--- src/rtl/vga_wbm_arb.sv ---
// Wishbone master arbiter for the VGA core: video fetch vs CLUT loader.
// Grants only at burst boundaries and runs linear incrementing read bursts.
module vga_wbm_arb #(
    parameter int MAX_CONSEC = 4
) (
    input  logic        wb_clk_i,
    input  logic        arst_i,
    input  logic        ctrl_ven_i,
    input  logic        vid_req_i,
    input  logic [29:0] vid_adr_i,
    input  logic [3:0]  vid_len_i,
    output logic        vid_gnt_o,
    output logic        vid_dvld_o,
    output logic        vid_done_o,
    output logic        vid_err_o,
    input  logic        clut_req_i,
    input  logic [29:0] clut_adr_i,
    input  logic [3:0]  clut_len_i,
    output logic        clut_gnt_o,
    output logic        clut_dvld_o,
    output logic        clut_done_o,
    output logic        clut_err_o,
    output logic [31:0] dat_o,
    output logic        wbm_cyc_o,
    output logic        wbm_stb_o,
    output logic [31:0] wbm_adr_o,
    output logic [2:0]  wbm_cti_o,
    output logic [1:0]  wbm_bte_o,
    output logic        wbm_we_o,
    output logic [3:0]  wbm_sel_o,
    input  logic        wbm_ack_i,
    input  logic        wbm_err_i,
    input  logic [31:0] wbm_dat_i
);
    localparam int CW = $clog2(MAX_CONSEC + 1);
    localparam logic [2:0] CTI_INC = 3'b010;
    localparam logic [2:0] CTI_EOB = 3'b111;

    typedef enum logic {S_IDLE, S_BURST} state_t;

    state_t      r_state, w_state_nxt;
    logic [CW-1:0] r_starve;
    logic        r_own;          // 0 = video, 1 = CLUT
    logic [3:0]  r_cnt;
    logic [31:0] r_adr, r_dat;
    logic [2:0]  r_cti;
    logic        r_cyc;
    logic        r_vid_gnt, r_vid_dvld, r_vid_done, r_vid_err;
    logic        r_clut_gnt, r_clut_dvld, r_clut_done, r_clut_err;
    logic        w_vid_elig, w_gnt_vid, w_gnt_clut, w_last_ack;

    assign w_vid_elig = vid_req_i & ctrl_ven_i;
    assign w_last_ack = wbm_ack_i & ~wbm_err_i & (r_cnt == 4'd0);

    always_comb begin
        w_gnt_vid   = 1'b0;
        w_gnt_clut  = 1'b0;
        w_state_nxt = r_state;
        case (r_state)
            S_IDLE: begin
                if (w_vid_elig && clut_req_i && r_starve == CW'(MAX_CONSEC))
                    w_gnt_clut = 1'b1;
                else if (w_vid_elig)
                    w_gnt_vid = 1'b1;
                else if (clut_req_i)
                    w_gnt_clut = 1'b1;
                if (w_gnt_vid || w_gnt_clut)
                    w_state_nxt = S_BURST;
            end
            S_BURST: begin
                if (wbm_err_i || w_last_ack)
                    w_state_nxt = S_IDLE;
            end
            default: w_state_nxt = S_IDLE;
        endcase
    end

    always_ff @(posedge wb_clk_i or negedge arst_i) begin
        if (!arst_i) r_state <= S_IDLE;
        else         r_state <= w_state_nxt;
    end

    always_ff @(posedge wb_clk_i or negedge arst_i) begin
        if (!arst_i) begin
            r_starve    <= '0;
            r_own       <= 1'b0;
            r_cnt       <= 4'd0;
            r_adr       <= 32'd0;
            r_dat       <= 32'd0;
            r_cti       <= 3'b000;
            r_cyc       <= 1'b0;
            r_vid_gnt   <= 1'b0;
            r_vid_dvld  <= 1'b0;
            r_vid_done  <= 1'b0;
            r_vid_err   <= 1'b0;
            r_clut_gnt  <= 1'b0;
            r_clut_dvld <= 1'b0;
            r_clut_done <= 1'b0;
            r_clut_err  <= 1'b0;
        end else begin
            r_vid_gnt   <= w_gnt_vid;
            r_clut_gnt  <= w_gnt_clut;
            r_vid_dvld  <= 1'b0;
            r_vid_done  <= 1'b0;
            r_vid_err   <= 1'b0;
            r_clut_dvld <= 1'b0;
            r_clut_done <= 1'b0;
            r_clut_err  <= 1'b0;
            if (r_state == S_IDLE) begin
                if (w_gnt_vid || w_gnt_clut) begin
                    r_own <= w_gnt_clut;
                    r_adr <= w_gnt_clut ? {clut_adr_i, 2'b00} : {vid_adr_i, 2'b00};
                    r_cnt <= w_gnt_clut ? clut_len_i : vid_len_i;
                    r_cti <= ((w_gnt_clut ? clut_len_i : vid_len_i) == 4'd0) ? CTI_EOB : CTI_INC;
                    r_cyc <= 1'b1;
                end
                // Only video grants taken while the CLUT waits count toward starvation.
                if (w_gnt_clut)
                    r_starve <= '0;
                else if (w_gnt_vid) begin
                    if (!clut_req_i)
                        r_starve <= '0;
                    else if (r_starve != CW'(MAX_CONSEC))
                        r_starve <= r_starve + 1'b1;
                end
            end else begin
                if (wbm_err_i) begin
                    r_cyc       <= 1'b0;
                    r_cti       <= 3'b000;
                    r_vid_err   <= ~r_own;
                    r_vid_done  <= ~r_own;
                    r_clut_err  <= r_own;
                    r_clut_done <= r_own;
                end else if (wbm_ack_i) begin
                    r_adr       <= r_adr + 32'd4;
                    r_dat       <= wbm_dat_i;
                    r_vid_dvld  <= ~r_own;
                    r_clut_dvld <= r_own;
                    if (r_cnt == 4'd0) begin
                        r_cyc       <= 1'b0;
                        r_cti       <= 3'b000;
                        r_vid_done  <= ~r_own;
                        r_clut_done <= r_own;
                    end else begin
                        r_cnt <= r_cnt - 4'd1;
                        r_cti <= (r_cnt == 4'd1) ? CTI_EOB : CTI_INC;
                    end
                end
            end
        end
    end

    assign vid_gnt_o   = r_vid_gnt;
    assign vid_dvld_o  = r_vid_dvld;
    assign vid_done_o  = r_vid_done;
    assign vid_err_o   = r_vid_err;
    assign clut_gnt_o  = r_clut_gnt;
    assign clut_dvld_o = r_clut_dvld;
    assign clut_done_o = r_clut_done;
    assign clut_err_o  = r_clut_err;
    assign dat_o       = r_dat;
    assign wbm_cyc_o   = r_cyc;
    assign wbm_stb_o   = r_cyc;
    assign wbm_adr_o   = r_adr;
    assign wbm_cti_o   = r_cti;
    assign wbm_bte_o   = 2'b00;
    assign wbm_we_o    = 1'b0;
    assign wbm_sel_o   = 4'hf;

endmodule

--- config.mk ---
export PLATFORM = sky130hd
export DESIGN_NAME = vga_wbm_arb
export DESIGN_NICKNAME = d
export VERILOG_FILES = /design/src/rtl/vga_wbm_arb.sv
export SDC_FILE = /design/constraint.sdc
export NUM_CORES = 1
export LEC_CHECK = 0
export CORE_MARGIN = 1.5
export CORE_UTILIZATION = 47
export CTS_CLUSTER_DIAMETER = 30
export DETAILED_ROUTE_END_ITERATION = 10
export PLACE_DENSITY = 0.94
export REMOVE_ABC_BUFFERS = 1
export SETUP_SLACK_MARGIN = 0.05
export SLEW_MARGIN = 30
export SYNTH_ARGS = -nofsm -noshare
export SYNTH_HDL_FRONTEND = slang
export SYNTH_SLANG_ARGS = --single-unit
--- constraint.sdc ---
create_clock -name wb_clk_i -period 6.2 [get_ports wb_clk_i]
set_input_delay 0.62 -clock wb_clk_i [delete_from_list [all_inputs] [get_ports wb_clk_i]]
set_output_delay 0.62 -clock wb_clk_i [all_outputs]
set_load 0.05 [all_outputs]
=== Word-level counts from Yosys, hierarchy flattened ===
Index checks and enable logic that the tools add are counted.

* Add/subtract/negate cells: 3
* Multipliers: 0
* Div/mod/pow operators: 0
* Magnitude comparators: 0
* Eq/ne operators: 9
* Shifts and indexed selects: 0
* Muxes and demuxes: 57
* Bitwise gates (word level): 6
* Reduce and logical (&&, ||, !) cells: 16

{| class="wikitable"
|+ Operators with widths
! cell !! count
|-
| $mux W32 || 5
|-
| $mux W1 || 34
|-
| $mux W3 || 11
|-
| $add A32 B3 Y32 const B || 1
|-
| $mux W4 || 6
|-
| $reduce_and A3 Y1 || 4
|-
| $logic_not A4 Y1 || 2
|-
| $ne A2 B2 Y1 const B || 3
|-
| $ne A3 B3 Y1 const B || 2
|-
| $eq A4 B1 Y1 const B || 1
|-
| $reduce_and A2 Y1 || 2
|-
| $reduce_and A4 Y1 || 1
|-
| $reduce_bool A2 Y1 || 2
|-
| $sub A4 B1 Y4 const B || 1
|-
| $add A3 B1 Y3 const B || 1
|-
| $and A1 B1 Y1 || 3
|-
| $eq A3 B3 Y1 const B || 1
|-
| $logic_or A1 B1 Y1 || 3
|-
| $ne A3 B1 Y1 const B || 1
|-
| $ne A3 B2 Y1 const B || 1
|-
| $not A1 Y1 || 3
|-
| $logic_and A1 B1 Y1 || 2
|-
| $pmux W1 S2 || 1
|}

* Register bits: 85
* Latch bits: 0
* RAM bits: 0
* Memory bits (read-only): 0
* Bits of input ports: 107
* Logic and storage cells: 107
* Memories kept: 0

=== Logic depth before layout (Yosys ltp) ===
* Word-level depth: 11
* Mapped depth: 8

=== Least setup slack after synthesis ===
OpenSTA, ideal clock, no wires.

* Kind: reg2reg
* Start point: reg r_adr[2], in the netlist wbm_adr_o[2]
* End point: reg r_adr[24], in the netlist wbm_adr_o[24]
* Data arrival time: 2.312 ns
* Required time: 6.096 ns
* Setup slack: 3.784 ns
* Stages on the path, launching flop included: 7
* Cells stage by stage: dfrtp_1 -> ha_1 -> nand4_1 -> or4_4 -> or3_1 -> o32a_1 -> o311ai_1

* Cells in the longest elaborated chain, start to end: 4

{| class="wikitable"
|+ Ends and longest elaborated chain
! item !! line !! source
|-
| from (decl) || 45 || <nowiki>logic [31:0] r_adr, r_dat;</nowiki>
|-
| from (signal assigned) || 112 || <nowiki>r_adr <= w_gnt_clut ? {clut_adr_i, 2'b00} : {vid_adr_i, 2'b00};</nowiki>
|-
| from (signal assigned) || 135 || <nowiki>r_adr <= r_adr + 32'd4;</nowiki>
|-
| $add A32 B3 Y32 || 135 ||
|-
| $mux W32 || 134 || <nowiki>end else if (wbm_ack_i) begin</nowiki>
|-
| $mux W32 || 127 || <nowiki>if (wbm_err_i) begin</nowiki>
|-
| $mux W32 || 109 || <nowiki>if (r_state == S_IDLE) begin</nowiki>
|}

No other way between the ends. The select of a mux whose other input is x is not followed.
A chain may end at the register's enable or synchronous reset.

=== Worst setup path after layout ===
* Start point: in clut_req_i
* End point: reg r_cnt[2]

* Cells in the longest elaborated chain, start to end: 8
* Elaborated cells between the ends (all ways): 16
* Classes of those cells: mux (11); reduce/logical (5)

{| class="wikitable"
|+ Ends and longest elaborated chain
! item !! line !! source
|-
| from (decl) || 16 || <nowiki>input logic clut_req_i,</nowiki>
|-
| $mux W1 / $logic_and A1 B1 Y1 (equally long branches) || 65, 61 ||
|-
| $mux W1 / $logic_and A1 B1 Y1 (equally long branches) || 63, 61 ||
|-
| $mux W1 || 61 || <nowiki>if (w_vid_elig && clut_req_i && r_starve == CW'(MAX_CONSEC))</nowiki>
|-
| $mux W1 (2 in series) || 59 || <nowiki>case (r_state)</nowiki>
|-
| $mux W4 / $logic_or A1 B1 Y1 (equally long branches) || 113, 110 ||
|-
| $mux W4 / $reduce_bool A2 Y1 (equally long branches) || - ||
|-
| $mux W4 / $reduce_and A4 Y1 (equally long branches) || - ||
|-
| to (signal assigned) || 113 || <nowiki>r_cnt <= w_gnt_clut ? clut_len_i : vid_len_i;</nowiki>
|-
| to (signal assigned) || 145 || <nowiki>r_cnt <= r_cnt - 4'd1;</nowiki>
|-
| to (decl) || 44 || <nowiki>logic [3:0] r_cnt;</nowiki>
|}

Several ways; a longest one is shown, not always the timed one. The select of a mux whose other input is x is not followed.

==> run_results.csv <==
group,metric,value,unit
die,die_area,0.0102,mm²
outcome,status,"complete, no violations",
worst_setup_path,critical_path.startpoint_type,"input pin",
worst_setup_path,cp-end-kind,"flop",
clock_tree,cts_hold_buf,0,
die,row_count,35,
sta,fin_crit_sh,41.5,%
pwr,fin_total_pwr,3.32,mW
routing,drt_wl_total,13100,µm
final_layout,fin_cells,814,
routing,viasPerCell,5.45,
sta,setup_viol,0,
yosys,syn-mean-instance-area,8.79,µm²
worst_hold_path,hold_path_class,"input pin to async pin",
pwr,switching_share,50.0,%
pwr,pwr-share-seq,30.0,%
placement,dp_hpwl,9240,µm
global_route,use_met1,29.9,%
pwr,power.net_switching,1.66,mW
die,die_y,101,µm
placement,gp_congestion,0.805,
final_layout,final_nets,792,
sta,rsz0062_at_grt,"no",
clock_tree,cts_sinks,82,
yosys,async_reset_ff_share,100,%
pwr,ir_drop,0.316,mV
sta,skew,0.0124,ns
yosys,ys_types,52,
yosys,yosys_warnings,0,
worst_setup_path,worstPathArrival,2.81,ns
global_route,grt_pass1_wl,20500,µm
routing,drc,0,
yosys,synth-seq-cells,82,
global_route,antenna_found_initial,0,
final_layout,area_growth,47.8,%
routing,num_vias,4440,
routing,postRouteAntennaNets,0,
global_route,use_met2,45.8,%
global_route,grt_pass1_vias,4341,
sta,fmax,389,MHz
placement,io_buffers,181,
worst_setup_path,critPathSlowestCell,"clkdlybuf4s50_1",
global_route,grt.overflow.total,0,
worst_setup_path,worstPathCellList,"clkdlybuf4s50_1 > a21oi_1 > or2_2 > a22o_1 > o31ai_1 > a221o_1",
sta,tightest_slew,0.898,ns
worst_setup_path,setup.worst_path.class,"input pin to flop",
job,max_cap_violations,0,
clock_tree,cts_max_path_buffers,2,
worst_setup_path,cp_max_fo,27,
placement,dp_slack,3.28,ns
clock_tree,root_buffer,"clkbuf_8",
placement,place_inst,797,
worst_setup_path,cp.required,6.44,ns
sta,fin_setup_tns,0,ns
yosys,netlist_instances,513,
clock_tree,htree_num_levels,3,
routing,drt_first_pass_iters,6,
yosys,yosysSeqAreaShare,45.5,%
sta,finalMaxSlewViolations,0,
pwr,internal_power,1.66,mW
pwr,power_leakage,2.90,nW
clock_tree,cts_tree,"done",
pwr,powerDensity,498,mW/mm²
clock_tree,cts_setup_buffers,0,
die,die_x,101,µm
final_layout,drive_gt1_share,9.34,%
final_layout,nFillCells,684,
clock_tree,cts_buffers,9,
yosys,synth-edff-count,0,
routing,wl_per_cell,16.0,µm
sta,fin_crit,2.57,ns
die,core_area,0.00928,mm²
pwr,clockPowerShare,13.6,%
pwr,p_comb_share,56.4,%
die,initial_core_util,48.6,%
global_route,grtUsageTotal,25.4,%
sta,whs,0.294,ns
die,ios,191,
final_layout,diodes,0,
sta,finalHoldViolCount,0,
yosys,syn_area,0.00451,mm²
global_route,gr-usage-met3,5.41,%
clock_tree,clkLatencyLatePin,0.35,ns
global_route,grt_max_degree,83,
sta,max-slew-margin-rel,39.6,%
routing,drt_first_iter_violations,228,
sta,setup_ws,3.63,ns
clock_tree,ctsResizeCount,0,
yosys,synthFlopType,"dfrtp_1",
worst_setup_path,max_stage_delay,0.58,ns
global_route,top_usage_layer,"met2",
clock_tree,clkSlewWorstSetupHoldPaths,0.08,ns
==> cell type report <==
| class | count | area (µm²) | area share [%] |
|---|---|---|---|
| inverter | 10 | 37.5 | 0.563 |
| tap | 129 | 161 | 2.42 |
| timing repair buffer | 188 | 1910 | 28.6 |
| multi-input combinational | 389 | 2270 | 34.1 |
| clock inverter | 5 | 85.1 | 1.28 |
| clock buffer | 11 | 151 | 2.27 |
| sequential | 82 | 2050 | 30.8 |
==> critical path: cells and delay by family <==
| kind | cells | cell delay [ns] |
|---|---|---|
| AOI/OAI and AO/OA | 4 | 1.05 |
| buffers and inverters | 1 | 0.58 |
| and+or+nand+nor | 1 | 0.56 |
==> sequential cells by signal, indices dropped and copies added (netlist names) <==
register,flops
vid_gnt_o,1
wbm_cti_o,2
vid_err_o,1
clut_gnt_o,1
r_own,1
wbm_adr_o,30
r_cnt,4
r_state,1
r_starve,3
vid_done_o,1
wbm_cyc_o,1
clut_err_o,1
clut_dvld_o,1
clut_done_o,1
dat_o,32
vid_dvld_o,1
==> synthesized netlist by cell type, drive strengths merged, types with 2 or more instances <==
cell type	instances	area (µm²)
o21ai	21	105
nor3	5	25.0
nand4	11	83.8
nand3	18	90.1
or2	2	12.5
nand2	146	548
nor3b	2	15.0
mux2i	22	220
dfrtp	82	2050
nor4	5	37.5
a31oi	3	18.8
ha	5	62.6
mux2	26	293
conb	2	7.51
nor2	21	78.8
nand3b	4	33.8
a21oi	30	150
and3	5	31.3
o41ai	2	17.5
buf	19	120
a31o	2	17.5
and2	2	12.5
nand2b	3	18.8
clkbuf	20	75.1
inv	10	37.5
o22ai	22	138
a222oi	3	30.0
a22o	2	17.5
==> through the flow <==
| step | utilization, % | cell area [µm²] |
|---|---|---|
| after floorplan | - | 4340 |
| after global placement | 68.6 | 6370 |
| after detailed placement | 69.0 | 6400 |
| after CTS | 71.5 | 6640 |
| after global routing | 71.8 | 6670 |
| final | 71.8 | 6670 |
==> kinds of logic (layout without fill, tap and decap cells) <==
| logic type | Yosys count | count (layout) | share of synthesized area (%) |
|---|---|---|---|
| AOI/OAI and AO/OA | 97 | 97 | 13.4 |
| muxes | 48 | 48 | 11.4 |
| DFF | 82 | 82 | 45.5 |
| and+or+nand+nor | 230 | 230 | 23.0 |
| buffers and inverters | 49 | 214 | 5.16 |
| other | 2 | 9 | 0.167 |
| adders and majority gates | 5 | 5 | 1.39 |
==> layout by cell type (no fill, tap or decap), drive strengths merged, types with 2 or more instances in the layout <==
cell type      Yosys  routed
nand3             18      18
nand2            146     146
ha                 5       5
o21ai             21      21
clkbuf            20      11
and3               5       5
a21oi             30      30
a22o               2       2
nor3b              2       2
or2                2       2
and2               2       2
a222oi             3       3
conb               2       9
a31o               2       2
nand4             11      11
nor3               5       5
nand2b             3       3
bufinv             0       2
clkdlybuf4s50      0     180
nor4               5       5
o41ai              2       2
a31oi              3       3
nand3b             4       4
inv               10      11
mux2i             22      22
dfrtp             82      82
o22ai             22      22
buf               19       8
nor2              21      21
mux2              26      26
==> power groups by stage <==
stage	registers (mW)	logic [mW]	clock network [mW]
2_1_floorplan	1.71	0.468	0
3_3_place_gp	0.984	1.82	0
3_5_place_dp	1.00	1.86	0
4_1_cts	0.991	1.87	0.459
5_1_grt	1.03	1.98	0.485
6_report	0.996	1.87	0.450
==> per-layer routing <==
metal  up-vias  wire [µm]
met5         -          0
met4         0        219
met3        22        840
met2       186       6650
met1      2122       5350
li1       2110          -
==> worst paths after layout <==
kind,startpoint,to,slack [ns],cells past startpoint
min reg2reg,dat_o[19]$_DFFE_PN0P_,dat_o[19]$_DFFE_PN0P_,0.48,2
max reg2reg,r_starve[0]$_DFFE_PN0P_,wbm_adr_o[8]$_DFFE_PN0P_,3.82,8
max in group asynchronous,arst_i,dat_o[27]$_DFFE_PN0P_,5.37,1
max,clut_req_i,r_cnt[2]$_DFFE_PN0P_,3.63,6
min in group wb_clk_i,dat_o[19]$_DFFE_PN0P_,dat_o[19]$_DFFE_PN0P_,0.48,2
min,arst_i,dat_o[22]$_DFFE_PN0P_,0.29,1
Note: power is estimated with default switching activity, not from simulation.
